**src/rtl/game_pkg.sv**
```systemverilog
// Shared definitions for the whack-a-box game controller.
// Holds the state encoding, bus widths and the saturating score helper.
package game_pkg;

  localparam int unsigned SCORE_W = 11;
  localparam int unsigned TIMER_W = 6;
  localparam int unsigned BOX_W   = 3;

  localparam logic [SCORE_W-1:0] SCORE_MAX = SCORE_W'(2047);
  localparam logic [BOX_W-1:0]   BOX_NONE  = BOX_W'(0);

  typedef enum logic [2:0] {
    LOBBY   = 3'd0,
    PICK    = 3'd1,
    ARMED   = 3'd2,
    RELEASE = 3'd3,
    OVER    = 3'd4
  } game_state_e;

  // Score increment that sticks at the top instead of wrapping.
  function automatic logic [SCORE_W-1:0] sat_inc(input logic [SCORE_W-1:0] v);
    return (v == SCORE_MAX) ? v : v + SCORE_W'(1);
  endfunction

endpackage

```
**src/rtl/sec_tick_gen.sv**
```systemverilog
// Prescaler emitting a one-cycle tick every TICKS enabled cycles.
// Ports: clk, resetn (sync, active-low), en (count enable),
//        clr (sync clear, wins over en), tick_c (combinational terminal count).
module sec_tick_gen #(
  parameter int unsigned TICKS = 4
) (
  input  logic clk,
  input  logic resetn,
  input  logic en,
  input  logic clr,
  output logic tick_c
);

  localparam int unsigned       CNT_W = (TICKS > 1) ? $clog2(TICKS) : 1;
  localparam logic [CNT_W-1:0]  LAST  = CNT_W'(TICKS - 1);

  logic [CNT_W-1:0] cnt;

  assign tick_c = en && (cnt == LAST);

  // Counter wraps to zero on the terminal count.
  always_ff @(posedge clk) begin
    if (!resetn || clr) begin
      cnt <= '0;
    end else if (en) begin
      cnt <= tick_c ? '0 : cnt + CNT_W'(1);
    end
  end

endmodule

```
**src/rtl/game_round_controller.sv**
```systemverilog
// Top-level sequencer for the whack-a-box game: game-state FSM, round
// timer, target selection from the LFSR and hit scoring.
// Ports: CLOCK_50, resetn (sync, active-low), start_game (pulse),
//        lfsr_value, box_address (0 = none) in; mif_control_signal
//        (target box, 0 = lobby/over), score, game_timer, play_sound
//        (hit pulse), lobby_sound, game_over out. All outputs registered.
module game_round_controller
  import game_pkg::*;
#(
  parameter int unsigned TICKS_PER_SEC      = 50000000,
  parameter int unsigned GAME_SECONDS       = 30,
  parameter int unsigned TARGET_TIMEOUT_SEC = 2,
  parameter int unsigned NUM_BOXES          = 6
) (
  input  logic               CLOCK_50,
  input  logic               resetn,
  input  logic               start_game,
  input  logic [BOX_W-1:0]   lfsr_value,
  input  logic [BOX_W-1:0]   box_address,
  output logic [BOX_W-1:0]   mif_control_signal,
  output logic [SCORE_W-1:0] score,
  output logic [TIMER_W-1:0] game_timer,
  output logic               play_sound,
  output logic               lobby_sound,
  output logic               game_over
);

  localparam logic [BOX_W-1:0]   MAX_BOX    = BOX_W'(NUM_BOXES);
  localparam logic [TIMER_W-1:0] TIMER_INIT = TIMER_W'(GAME_SECONDS);

  game_state_e        state, state_d;
  logic [BOX_W-1:0]   target, target_d;
  logic [BOX_W-1:0]   prev_target, prev_target_d;
  logic [BOX_W-1:0]   mif_d;
  logic [SCORE_W-1:0] score_d;
  logic [TIMER_W-1:0] timer_d;
  logic               play_d;

  logic in_play, pick_ok, sec_tick, timeout_tick, time_up;

  assign in_play = (state == PICK) || (state == ARMED) || (state == RELEASE);
  assign pick_ok = (lfsr_value != BOX_NONE) && (lfsr_value <= MAX_BOX) &&
                   (lfsr_value != prev_target);
  assign time_up = sec_tick && (game_timer == TIMER_W'(1));

  // Round-second prescaler: runs only while a round is in play.
  sec_tick_gen #(.TICKS(TICKS_PER_SEC)) u_round_tick (
    .clk    (CLOCK_50),
    .resetn (resetn),
    .en     (in_play),
    .clr    ((state == LOBBY) && start_game),
    .tick_c (sec_tick)
  );

  // Target lifetime counter: restarts each time a new target is armed.
  sec_tick_gen #(.TICKS(TARGET_TIMEOUT_SEC * TICKS_PER_SEC)) u_target_tick (
    .clk    (CLOCK_50),
    .resetn (resetn),
    .en     (state == ARMED),
    .clr    ((state == PICK) && pick_ok),
    .tick_c (timeout_tick)
  );

  // Next-state and next-output logic.
  always_comb begin
    state_d       = state;
    target_d      = target;
    prev_target_d = prev_target;
    mif_d         = mif_control_signal;
    score_d       = score;
    timer_d       = game_timer;
    play_d        = 1'b0;

    if (in_play && sec_tick) timer_d = game_timer - TIMER_W'(1);

    unique case (state)
      LOBBY: begin
        mif_d = BOX_NONE;
        if (start_game) begin
          state_d = PICK;
          score_d = '0;
          timer_d = TIMER_INIT;
        end
      end
      PICK: begin
        if (pick_ok) begin
          target_d = lfsr_value;
          mif_d    = lfsr_value;
          state_d  = ARMED;
        end
      end
      ARMED: begin
        if (box_address == target) begin
          state_d       = RELEASE;
          score_d       = sat_inc(score);
          play_d        = 1'b1;
          prev_target_d = target;
          mif_d         = BOX_NONE;
        end else if (timeout_tick) begin
          prev_target_d = target;
          state_d       = PICK;
        end
      end
      RELEASE: begin
        mif_d = BOX_NONE;
        // Wait for the sensor to clear so one strike scores only once.
        if (box_address == BOX_NONE) state_d = PICK;
      end
      OVER: begin
        mif_d = BOX_NONE;
        if (start_game) state_d = LOBBY;
      end
      default: state_d = LOBBY;
    endcase

    // Running out of time overrides any hit or miss on the same edge.
    if (in_play && time_up) begin
      state_d       = OVER;
      mif_d         = BOX_NONE;
      score_d       = score;
      play_d        = 1'b0;
      target_d      = target;
      prev_target_d = prev_target;
    end
  end

  // State and output registers.
  always_ff @(posedge CLOCK_50) begin
    if (!resetn) begin
      state              <= LOBBY;
      target             <= BOX_NONE;
      prev_target        <= BOX_NONE;
      mif_control_signal <= BOX_NONE;
      score              <= '0;
      game_timer         <= TIMER_INIT;
      play_sound         <= 1'b0;
      lobby_sound        <= 1'b1;
      game_over          <= 1'b0;
    end else begin
      state              <= state_d;
      target             <= target_d;
      prev_target        <= prev_target_d;
      mif_control_signal <= mif_d;
      score              <= score_d;
      game_timer         <= timer_d;
      play_sound         <= play_d;
      lobby_sound        <= (state_d == LOBBY);
      game_over          <= (state_d == OVER);
    end
  end

endmodule

```
**config.mk**
```make
export PLATFORM = sky130hd
export DESIGN_NAME = game_round_controller
export DESIGN_NICKNAME = d
export VERILOG_FILES = /design/src/rtl/game_pkg.sv /design/src/rtl/sec_tick_gen.sv /design/src/rtl/game_round_controller.sv
export SDC_FILE = /design/constraint.sdc
export NUM_CORES = 1
export LEC_CHECK = 0
export ABC_AREA = 0
export CAP_MARGIN = 20
export CORE_ASPECT_RATIO = 0.7
export CORE_MARGIN = 5
export CORE_UTILIZATION = 40
export DETAILED_ROUTE_END_ITERATION = 16
export SYNTH_ARGS = -nofsm -noshare
export SYNTH_HDL_FRONTEND = slang
export SYNTH_SLANG_ARGS = --single-unit
```
**constraint.sdc**
```tcl
create_clock -name CLOCK_50 -period 4.1 [get_ports CLOCK_50]
set_input_delay 0.41 -clock CLOCK_50 [delete_from_list [all_inputs] [get_ports CLOCK_50]]
set_output_delay 0.41 -clock CLOCK_50 [all_outputs]
set_load 0.02 [all_outputs]
```
==> flow_metrics.py <==
metrics = {
    "route": {
        "vias": 3602,
        "routed_via_density": 5.474,
        "routedWlPerCell_um": 14.73,
        "antenna_left": 0,
        "remaining_drc_errors": 0,
        "drt_iter0_markers": 298,
        "totalWireLength_um": 9691,
        "first_pass_iters": 4,
    },
    "logic_synthesis": {
        "synth_xor_area_frac": 0.1129,
        "ys_warn_count": 0,
        "ys.flop_type": "dfxtp_1",
        "syn_nets": 507,
        "synthAdderAreaFrac": 0.01493,
        "ys_seq_area_frac": 0.4061,
        "netlist_instances": 493,
        "synth_mux_area_frac": 0.01702,
        "avgSynthCellArea_sq_um": 8.500,
        "synth_compound_area_frac": 0.07793,
        "synth_seq_cells": 85,
        "syn_area_sq_um": 4190,
        "synth-edff-count": 0,
        "async_flop_share": 0,
        "synth_top_family_by_area": "simple AND/OR/NAND/NOR gates",
        "synth_cell_types": 52,
        "synthSimpleGateAreaFrac": 0.3297,
    },
    "cells_and_area": {
        "fill_cells": 966,
        "final_common_cell": "dfxtp_1",
        "multi_input_area_sq_um": 2315,
        "n_antenna_cell": 0,
        "regArea_sq_um": 1702,
        "final_cell_mix": "85 x dfxtp_1, 66 x nor2_1, 45 x nand2_1, 36 x xnor2_1, 31 x clkdlybuf4s50_1",
        "drive_above_1_share": 0.06274,
        "area_delta_synth_final_pct": 17.05,
        "final_nets": 535,
        "post-route-util": 0.4772,
    },
    "cts": {
        "htreeDepth": 3,
        "postCtsHoldBufs": 0,
        "ctsResizeCount": 0,
        "cts_setup_buffers": 0,
        "clk_path_buf_depth": 2,
        "cts_tree": "built",
        "clk_latency_ns": 0.33,
        "path_clk_slew_ns": 0.06,
        "cts_sinks": 85,
        "root_buffer": "clkbuf_16",
        "cts_inserted_buffers": 9,
    },
    "setup_path": {
        "startpoint_type": "flip-flop",
        "endpoint_kind": "flip-flop",
        "worst_ep_arrival_time_ns": 2.83,
        "critical_path_class": "flip-flop to flip-flop",
        "cp_max_fo": 21,
        "cp.required_ns": 4.28,
        "r2r_cells": 5,
    },
    "floorplan": {
        "dieArea_sq_um": 12650,
        "row_count": 31,
        "core_area_sq_um": 10280,
        "ios": 32,
        "die_x_um": 132.3,
        "start_util": 0.4077,
        "fp.dieH_um": 95.63,
    },
    "placement": {
        "io_buffers": 31,
        "gp_congestion": 0.8047,
        "dp_hpwl_um": 6939,
    },
    "power_and_ir_drop": {
        "leakagePower_nw": 1.533,
        "comb_power_share": 0.061,
        "power_density_nw_per_um2": 367.1,
        "ir_worst_vdd_v": 0.0001943,
        "switching_share": 0.2177,
        "p_sw_uw": 392.0,
        "intPower_mw": 1.409,
        "pwr-share-clk": 0.469,
        "pwr-share-seq": 0.470,
    },
    "sta": {
        "period_share": 0.6453,
        "finalSetupTns_ns": 0,
        "setup_viol": 0,
        "hold_viol_final": 0,
        "slew_viol_final": 0,
        "max-slew-margin-rel": 0.5211,
        "clock_skew_ns": 0.006154,
        "grt_setup_unrepaired": "no",
        "fin_crit_ns": 2.646,
        "worst_pin_slew_ns": 0.7165,
        "max_freq_ghz": 0.3779,
    },
    "global_routing": {
        "grt_pass1_wl_um": 16500,
        "grt_max_degree": 26,
        "grt_overflow_total": 0,
        "antenna_found_initial": 0,
        "grt_pass1_vias": 3351,
        "grt_usage": 0.1579,
    },
    "min_path": {
        "hold_depth": 2,
        "hp-class": "flip-flop to flip-flop",
    },
    "status": {
        "status": "complete, no violations",
    },
    "job": {
        "maxCapViolCount": 0,
    },
}
power groups by stage:
stage	logic [mW]	registers (mW)	clock network [mW]
global route	0.121	0.848	0.901
floorplan	0.0754	0.863	0
CTS	0.109	0.847	0.868
global placement	0.108	0.864	0
finish	0.109	0.847	0.845
detailed placement	0.108	0.865	0
critical path: stages, from the launching register on:
cell	delay, ns
dfxtp_1	0.52
o21ba_2	0.28
nand3_1	0.25
or4_1	0.71
nand2_1	0.60
nor2_1	0.13
path summary, 6_finish.rpt:
kind                                                          from                                  to  slack, ns
worst min-delay path            mif_control_signal[2]$_SDFFE_PP0P_  mif_control_signal[2]$_SDFFE_PP0P_       0.47
worst max-delay path                           state[0]$_SDFF_PN0_   u_round_tick.cnt[17]$_SDFFE_PP0P_       1.45
worst max register to register                 state[0]$_SDFF_PN0_   u_round_tick.cnt[17]$_SDFFE_PP0P_       1.45
worst min register to register  mif_control_signal[2]$_SDFFE_PP0P_  mif_control_signal[2]$_SDFFE_PP0P_       0.47
flip-flops by register name, summed over array words and instances (netlist names):
name,flops
game_over,1
game_timer,6
lobby_sound,1
mif_control_signal,3
play_sound,1
prev_target,3
score,11
state,3
target,3
u_round_tick.cnt,26
u_target_tick.cnt,27
final cells by class:
cell class,count,share of cell area
clock buffers,12,0.04821
clock inverters,4,0.01480
repair buffers,36,0.06990
inverters,19,0.01454
flip-flops and latches,85,0.3469
multi-input cells,370,0.4719
well taps,132,0.03367
synthesized netlist by cell type, types with 2 or more instances:
cell type	count	area, sq um
a21boi_0	2	15.01
a21oi_1	12	60.06
a311oi_1	2	17.52
a31oi_1	3	18.77
and2_1	2	12.51
and3_1	7	43.79
and4_1	10	87.58
buf_2	4	20.02
buf_6	3	33.78
clkbuf_1	11	41.29
dfxtp_1	85	1702
ha_1	5	62.56
inv_1	19	71.32
mux2i_1	6	60.06
nand2_1	45	168.9
nand2b_1	4	25.02
nand3_1	23	115.1
nand3b_1	4	30.03
nand4_1	23	143.9
nand4b_1	3	26.28
nor2_1	66	247.7
nor3_1	17	85.08
nor3b_1	2	15.01
nor4_1	19	118.9
nor4b_1	4	35.03
nor4bb_1	3	30.03
o21a_1	2	15.01
o21ai_0	10	50.05
o31ai_1	8	60.06
o41ai_1	3	26.28
or2_2	3	18.77
or3_1	3	18.77
or4_1	8	60.06
or4b_2	2	20.02
xnor2_1	36	315.3
xor2_1	18	157.7
kinds of logic (layout without fill, tap and decap cells):
| family | count (synthesis) | in the layout |
|---|---|---|
| compound gates | 48 | 48 |
| xor+xnor | 54 | 54 |
| fa+ha+maj | 5 | 5 |
| buf+inv | 38 | 71 |
| flops | 85 | 85 |
| mux | 7 | 7 |
| simple gates | 256 | 256 |
routing by layer:
layer | share of wire | wire length (um) | GRT usage | up-vias
met3 | 0.056 | 541 | 0.04114 | 4
met5 | 0 | 0 | 0 | -
li1 | - | - | - | 1820
met2 | 0.41 | 3938 | 0.2283 | 85
met1 | 0.53 | 5147 | 0.2284 | 1693
met4 | 0.0065 | 63 | 0.05085 | 0
through the flow:
| step | total power [mW] | area (sq um) | hold WS (ns) | worst slack (ns) | instances |
|---|---|---|---|---|---|
| global route | 1.871 | 4905 | 0.5024 | 1.234 | 658 |
| CTS | 1.823 | 4900 | 0.4748 | 1.431 | 657 |
| global placement | 0.9722 | 4586 | 0.4539 | 1.455 | 640 |
| detailed placement | 0.9733 | 4591 | 0.4588 | 1.402 | 641 |
| finish | 1.801 | 4905 | 0.4690 | 1.454 | 658 |
| floorplan | 0.9385 | 4190 | 0.4432 | 1.933 | 493 |
No activity file was read; power rests on OpenSTA's default activity.
